File: src/rtl/blink_pkg.sv
// Frame format and receiver state encoding shared by blink, blink_rx and their benches.
package blink_pkg;

    localparam int DEF_BIT_CYCLES = 16;
    localparam int DEF_DATA_W     = 8;

    // Line levels framing each word; data bits travel MSB first.
    localparam logic START_LVL = 1'b1;
    localparam logic STOP_LVL  = 1'b0;
    localparam bit   MSB_FIRST = 1'b1;

    typedef enum logic [2:0] {
        IDLE    = 3'd0,
        START   = 3'd1,
        DATA    = 3'd2,
        STOP    = 3'd3,
        WAIT_LO = 3'd4
    } rx_state_t;

endpackage

File: src/rtl/blink_rx_if.sv
// Word output channel of blink_rx.
// Handshake: data_out is held stable while data_valid=1; a word is consumed at
// the rising clk edge where data_valid and data_ready are both 1.
interface blink_rx_if #(parameter int DATA_W = 8) ();

    logic [DATA_W-1:0] data_out;
    logic              data_valid;
    logic              data_ready;

    modport master (output data_out, output data_valid, input data_ready);
    modport slave  (input data_out, input data_valid, output data_ready);

endinterface

File: src/rtl/blink_sync.sv
// Two-flop synchronizer for the blink line plus a rising-edge strobe on the synced level.
module blink_sync (
    input  logic clk,
    input  logic rst_n,
    input  logic din,
    output logic level,
    output logic rise
);

    logic s1;
    logic s2;
    logic s2_d;

    always_ff @(posedge clk or negedge rst_n) begin
        if (!rst_n) begin
            s1   <= 1'b0;
            s2   <= 1'b0;
            s2_d <= 1'b0;
        end else begin
            s1   <= din;
            s2   <= s1;
            s2_d <= s2;
        end
    end

    assign level = s2;
    assign rise  = s2 & ~s2_d;

endmodule

File: src/rtl/blink_rx.sv
// Receiver for the blink serial line: frame decoder FSM feeding a one-entry
// valid/ready output buffer. Decoding never waits for the consumer.
module blink_rx
    import blink_pkg::*;
#(
    parameter int BIT_CYCLES = DEF_BIT_CYCLES,
    parameter int DATA_W     = DEF_DATA_W
) (
    input  logic      clk,
    input  logic      rst_n,
    input  logic      blink_in,
    blink_rx_if.master rx,
    output logic      frame_err,
    output logic      overrun,
    output rx_state_t fsm_state
);

    localparam int CW = $clog2(BIT_CYCLES);
    localparam int IW = $clog2(DATA_W + 1);
    localparam logic [CW-1:0] CNT_HALF = CW'(BIT_CYCLES / 2 - 1);
    localparam logic [CW-1:0] CNT_LAST = CW'(BIT_CYCLES - 1);
    localparam logic [IW-1:0] IDX_LAST = IW'(DATA_W - 1);

    logic line;
    logic rise;

    blink_sync u_sync (
        .clk   (clk),
        .rst_n (rst_n),
        .din   (blink_in),
        .level (line),
        .rise  (rise)
    );

    rx_state_t         state, state_nx;
    logic [CW-1:0]     cnt, cnt_nx;
    logic [IW-1:0]     idx, idx_nx;
    logic [DATA_W-1:0] shreg, shreg_nx;
    logic              deliver, deliver_nx;
    logic              err_nx;
    logic [DATA_W-1:0] data_q;
    logic              valid_q;

    always_ff @(posedge clk or negedge rst_n) begin
        if (!rst_n) begin
            state     <= IDLE;
            cnt       <= '0;
            idx       <= '0;
            shreg     <= '0;
            deliver   <= 1'b0;
            frame_err <= 1'b0;
        end else begin
            state     <= state_nx;
            cnt       <= cnt_nx;
            idx       <= idx_nx;
            shreg     <= shreg_nx;
            deliver   <= deliver_nx;
            frame_err <= err_nx;
        end
    end

    // Start is confirmed at its centre; every later bit is sampled one full
    // bit time after the previous sample, i.e. also at its centre.
    always_comb begin
        state_nx   = state;
        cnt_nx     = (cnt == CNT_LAST) ? '0 : cnt + 1'b1;
        idx_nx     = idx;
        shreg_nx   = shreg;
        deliver_nx = 1'b0;
        err_nx     = 1'b0;
        case (state)
            IDLE: begin
                cnt_nx = '0;
                if (rise) state_nx = START;
            end
            START: begin
                if (cnt == CNT_HALF) begin
                    cnt_nx   = '0;
                    idx_nx   = '0;
                    state_nx = (line == START_LVL) ? DATA : IDLE;
                end
            end
            DATA: begin
                if (cnt == CNT_LAST) begin
                    shreg_nx = (shreg << 1) | DATA_W'(line);
                    idx_nx   = idx + 1'b1;
                    if (idx == IDX_LAST) state_nx = STOP;
                end
            end
            STOP: begin
                if (cnt == CNT_LAST) begin
                    if (line == STOP_LVL) begin
                        deliver_nx = 1'b1;
                        state_nx   = IDLE;
                    end else begin
                        err_nx   = 1'b1;
                        state_nx = WAIT_LO;
                    end
                end
            end
            WAIT_LO: begin
                cnt_nx = '0;
                if (!line) state_nx = IDLE;
            end
            default: state_nx = IDLE;
        endcase
    end

    // A new word may replace the buffered one only if that one leaves this cycle.
    always_ff @(posedge clk or negedge rst_n) begin
        if (!rst_n) begin
            data_q  <= '0;
            valid_q <= 1'b0;
            overrun <= 1'b0;
        end else begin
            overrun <= 1'b0;
            if (deliver) begin
                if (!valid_q || rx.data_ready) begin
                    data_q  <= shreg;
                    valid_q <= 1'b1;
                end else begin
                    overrun <= 1'b1;
                end
            end else if (valid_q && rx.data_ready) begin
                valid_q <= 1'b0;
            end
        end
    end

    assign rx.data_out   = data_q;
    assign rx.data_valid = valid_q;
    assign fsm_state     = state;

endmodule
File: src/flat_wrapper.sv
// flat-port wrapper written by rule: the top's interface ports become plain ports
module blink_rx_flat import blink_pkg::*;
#(
    parameter int BIT_CYCLES = DEF_BIT_CYCLES,
    parameter int DATA_W     = DEF_DATA_W
)
  (clk, rst_n, blink_in, frame_err, overrun, fsm_state, rx_data_out, rx_data_valid, rx_data_ready);
  blink_rx_if #(.DATA_W(DATA_W)) rx_i ();
  input  logic clk;
  input  logic rst_n;
  input  logic blink_in;
  output logic frame_err;
  output logic overrun;
  output rx_state_t fsm_state;
  output wire logic [$bits(rx_i.data_out)-1:0] rx_data_out;
  output wire logic [$bits(rx_i.data_valid)-1:0] rx_data_valid;
  input wire logic [$bits(rx_i.data_ready)-1:0] rx_data_ready;
  assign rx_data_out = rx_i.data_out;
  assign rx_data_valid = rx_i.data_valid;
  assign rx_i.data_ready = rx_data_ready;
  blink_rx #(.BIT_CYCLES(BIT_CYCLES), .DATA_W(DATA_W)) u_core (.clk(clk), .rst_n(rst_n), .blink_in(blink_in), .rx(rx_i), .frame_err(frame_err), .overrun(overrun), .fsm_state(fsm_state));
endmodule
File: config.mk
export PLATFORM = sky130hd
export DESIGN_NAME = blink_rx_flat
export DESIGN_NICKNAME = d
export VERILOG_FILES = /design/src/rtl/blink_pkg.sv /design/src/rtl/blink_rx_if.sv /design/src/rtl/blink_sync.sv /design/src/rtl/blink_rx.sv /design/src/flat_wrapper.sv
export SDC_FILE = /design/constraint.sdc
export NUM_CORES = 1
export LEC_CHECK = 0
export BUFFER_PORTS_ARGS = -buffer_cell sky130_fd_sc_hd__buf_4
export CORE_UTILIZATION = 55
export CTS_CLUSTER_SIZE = 12
export DETAILED_ROUTE_END_ITERATION = 10
export PLACE_DENSITY = 0.76
export SYNTH_ARGS = -nofsm -noshare
export SYNTH_HDL_FRONTEND = slang
export SYNTH_HIERARCHICAL = 1
export SYNTH_SLANG_ARGS = --single-unit
File: constraint.sdc
create_clock -name clk -period 3.5 [get_ports clk]
set_input_delay 0 -clock clk [delete_from_list [all_inputs] [get_ports clk]]
set_output_delay 0 -clock clk [all_outputs]
set_load 0.02 [all_outputs]
==> summary.md <==
| Metric | Value |
|---|---|
| Sequential fraction of the synthesis area | `60.9%` |
| Reg2reg path depth | `4` |
| Synth area leaders | `dfrtp_1 61%, mux2_2 14%, xnor2_1 1.9%, ha_1 1.8%, a21oi_1 1.4%` |
| Via count | `861` |
| Largest net degree at the start of global routing | `35` |
| Asr flop ratio synth | `100%` |
| Design Power | `0.000900 W` |
| PortBufs | `17` |
| Cell taking the most area after synthesis | `dfrtp_1` |
| Pre-CTS setup slack | `1.54 ns` |
| CP required | `3.72 ns` |
| VDD IR-drop max | `0.484 mV` |
| CP Data Arrival Time | `2.17 ns` |
| Core area | `2300 µm²` |
| Final WS setup | `1.55 ns` |
| Setup CP Type | `register to register` |
| Outcome | `finished clean` |
| Final core occ | `71.0%` |
| Post-synth EDFFs | `0` |
| Cell row count | `17` |
| Die width | `52.4 µm` |
| Share of layout cells above drive strength 1 | `34.9%` |
| Initial core utilization | `60.8%` |
| Crit end category | `register` |
| DRT Pass-1 Iters | `4` |
| FF+latch count, synth | `34` |
| DRT antenna net count | `0` |
| Cts repair resizes | `0` |
| Die Y | `52.4 µm` |
| Ports | `18` |
| Minimum clock period after layout | `1.95 ns` |
| # diodes | `0` |
| Clk buf depth | `2` |
| Multiplexer area fraction after synthesis | `13.7%` |
| CTS tree | `built` |
| Vias/cell | `5.48` |
| Adder-cell area share of the yosys netlist | `1.79%` |
| Compound-Gate Fraction of Synth Area | `6.27%` |
| Final setup fails | `0` |
| Vias in the first global route | `778` |
| Clock Pin Slew Worst Setup and Hold Paths | `0.10 ns` |
| Wire per inst | `14.3 µm` |
| GRT met2 Usage | `29.5%` |
| Hold Slack | `0.132 ns` |
| RSZ-0062 raised after global routing | `no` |
| Post-Syn Nets | `110` |
| GRT busiest layer | `met2` |
| Max Clock Skew | `0.00389 ns` |
| Largest family of logic cells by synthesized area | `multiplexers` |
| Worst Tran Pin Value | `0.782 ns` |
| Initial DRC Count | `24` |
| R2R setup slack | `1.55 ns` |
| Worst Hold Class | `input port to asynchronous set/reset pin` |
| Most used flip-flop cell after synthesis | `dfrtp_1` |
| Post-DP HPWL | `1520 µm` |
| Fin. Hold Viols | `0` |
| Mapped Cells | `104` |
| GR Layer Usage met3 | `9.57%` |
| Reg-to-Reg End | `u_core/shreg[2]$_DFFE_PN0P_` |
| Total congestion overflow | `0` |
| PwrDens | `551 nW/µm²` |
| Total GRT Usage | `20.4%` |
| Synth cell types | `31` |
| Lkg Pwr | `0.819 nW` |
| Met1 GRT Util | `25.3%` |
| Filler Cells Inserted | `157` |
| Die ar. | `2740 µm²` |
| TritonCTS buffer count | `5` |
| CP startpoint kind | `register` |
| P&R area growth vs syn | `16.8%` |
| Post-CTS setup buffers | `0` |
| First-pass GRT wire length | `3730 µm` |
| Final WL | `2240 µm` |
| Rel. slew slack | `47.6%` |
| H-tree depth | `2` |
| NumNets Final | `134` |
| Root Buffer | `clkbuf_4` |
| Final Max Tran Viols | `0` |
| Sum of negative setup slack | `0 ns` |
| Final period util | `55.8%` |
| DRC Markers | `0` |
| Synth Area per Inst | `13.4 µm²` |
| XOR/XNOR Fraction of Synth Area | `2.51%` |
| Largest fanout on the critical path | `12` |
| GP Congestion | `0.854` |
| Antenna violations before repair | `0` |
| Yosys warning total | `6` |
| Netlist Area Pre-Place | `1400 µm²` |
| Later-pin clock latency in the skew report | `0.33 ns` |
| Simple-Gate Fraction of Synth Area | `12.7%` |
| # clock sinks | `34` |
| # Max-Cap Violations | `0` |
| Fmax | `0.512 GHz` |
| RR Startpoint | `u_core/cnt[0]$_DFF_PN0_` |
| Top-area cell type share of the netlist area | `60.9%` |
state kept, by name, indices dropped and copies added, names as in the netlist:
name / cells
u_core/rx.data_out: 8
u_core/shreg: 8
u_core/cnt: 4
u_core/idx: 4
u_core/fsm_state: 3
u_core/deliver: 1
u_core/frame_err: 1
u_core/overrun: 1
u_core/rx.data_valid: 1
u_core/u_sync/level: 1
u_core/u_sync/s1: 1
u_core/u_sync/s2_d: 1
layer usage:
metal	up-vias	share of wire [%]	wire (µm)
li1	418	-	-
met3	5	5.8	130
met4	0	2.1	48
met1	415	45	1010
met2	23	47	1050
met5	-	0	0
synth_stat cells (2+ instances only):
library cell   n
dfrtp_1       34
mux2_2        17
nor2_1         5
a21oi_1        4
nand2_1        4
inv_1          3
nand2b_1       3
xnor2_1        3
a22o_1         2
and3_1         2
and3b_1        2
buf_2          2
ha_1           2
nand3_1        2
nor3_1         2
o21ai_0        2
critical path: stages, from the launching register on:
cell and delay (ns):
dfrtp_1 0.38, ha_1 0.28, nand3_2 0.12, nor3_2 0.65, mux2_2 0.41
where the power goes:
part	leakage, nW	internal, W	switching [W]
Combinational	0.329	0.0000881	0.0000918
Clock	0.0353	0.0000973	0.000125
Sequential	0.455	0.000434	0.0000637
area by class of cell:
class                   instances  area [µm²]  share of cell area (%)
well taps                      28        35.0                    2.15
repair buffers                 20         158                    9.66
inverters                       3        11.3                   0.690
multi-input cells              64         517                    31.7
clock inverters                 1        5.00                   0.307
clock buffers                   7        55.1                    3.37
flip-flops and latches         34         851                    52.1
logic make-up after synthesis:
group	after synthesis
flip-flops	34
AND/OR/NAND/NOR	29
multiplexers	17
AO/OA/AOI/OAI	12
buffers and inverters	6
XOR/XNOR	4
adder cells (fa/ha/maj)	2
how the worst max path moves through the flow:
stage                                  startpoint                          end  cells past startpoint
after floorplan           u_core/cnt[0]$_DFF_PN0_  u_core/shreg[2]$_DFFE_PN0P_                      5
after global placement    u_core/cnt[0]$_DFF_PN0_  u_core/shreg[7]$_DFFE_PN0P_                      4
after detailed placement  u_core/cnt[0]$_DFF_PN0_  u_core/shreg[2]$_DFFE_PN0P_                      4
after CTS                 u_core/cnt[0]$_DFF_PN0_  u_core/shreg[2]$_DFFE_PN0P_                      4
after global routing      u_core/cnt[0]$_DFF_PN0_  u_core/shreg[2]$_DFFE_PN0P_                      4
final                     u_core/cnt[0]$_DFF_PN0_  u_core/shreg[2]$_DFFE_PN0P_                      4
per-stage QoR:
stage	instances	area (µm²)
6_report	157	1630
4_1_cts	157	1630
3_3_place_gp	146	1540
3_5_place_dp	146	1540
5_1_grt	157	1630
2_1_floorplan	104	1400
placed cells by master, fill, tap and decap left out:
cell,count
a211oi_1,1
a21boi_0,1
a21oi_1,4
a221o_1,1
a221oi_2,1
a22o_1,2
and3_1,2
and3b_1,2
buf_4,17
clkbuf_1,1
clkbuf_4,5
clkbuf_8,1
clkinv_2,1
dfrtp_1,34
dlygate4sd3_1,3
ha_1,2
inv_1,3
mux2_2,17
nand2_1,4
nand2b_1,3
nand3_1,2
nand3_2,1
nand3b_1,1
nand4_1,1
nor2_1,5
nor2b_1,1
nor2b_4,1
nor3_1,2
nor3_2,1
nor3b_1,1
nor4_1,1
o21ai_0,2
or4_1,1
xnor2_1,3
xor2_1,1
timing repair:
item / CTS / global route
setup endpoints to repair: 0 / 0
endpoints found under the hold margin: 37 / 0
hold buffers: 3 / 0
(Power assumes the default switching activity.)
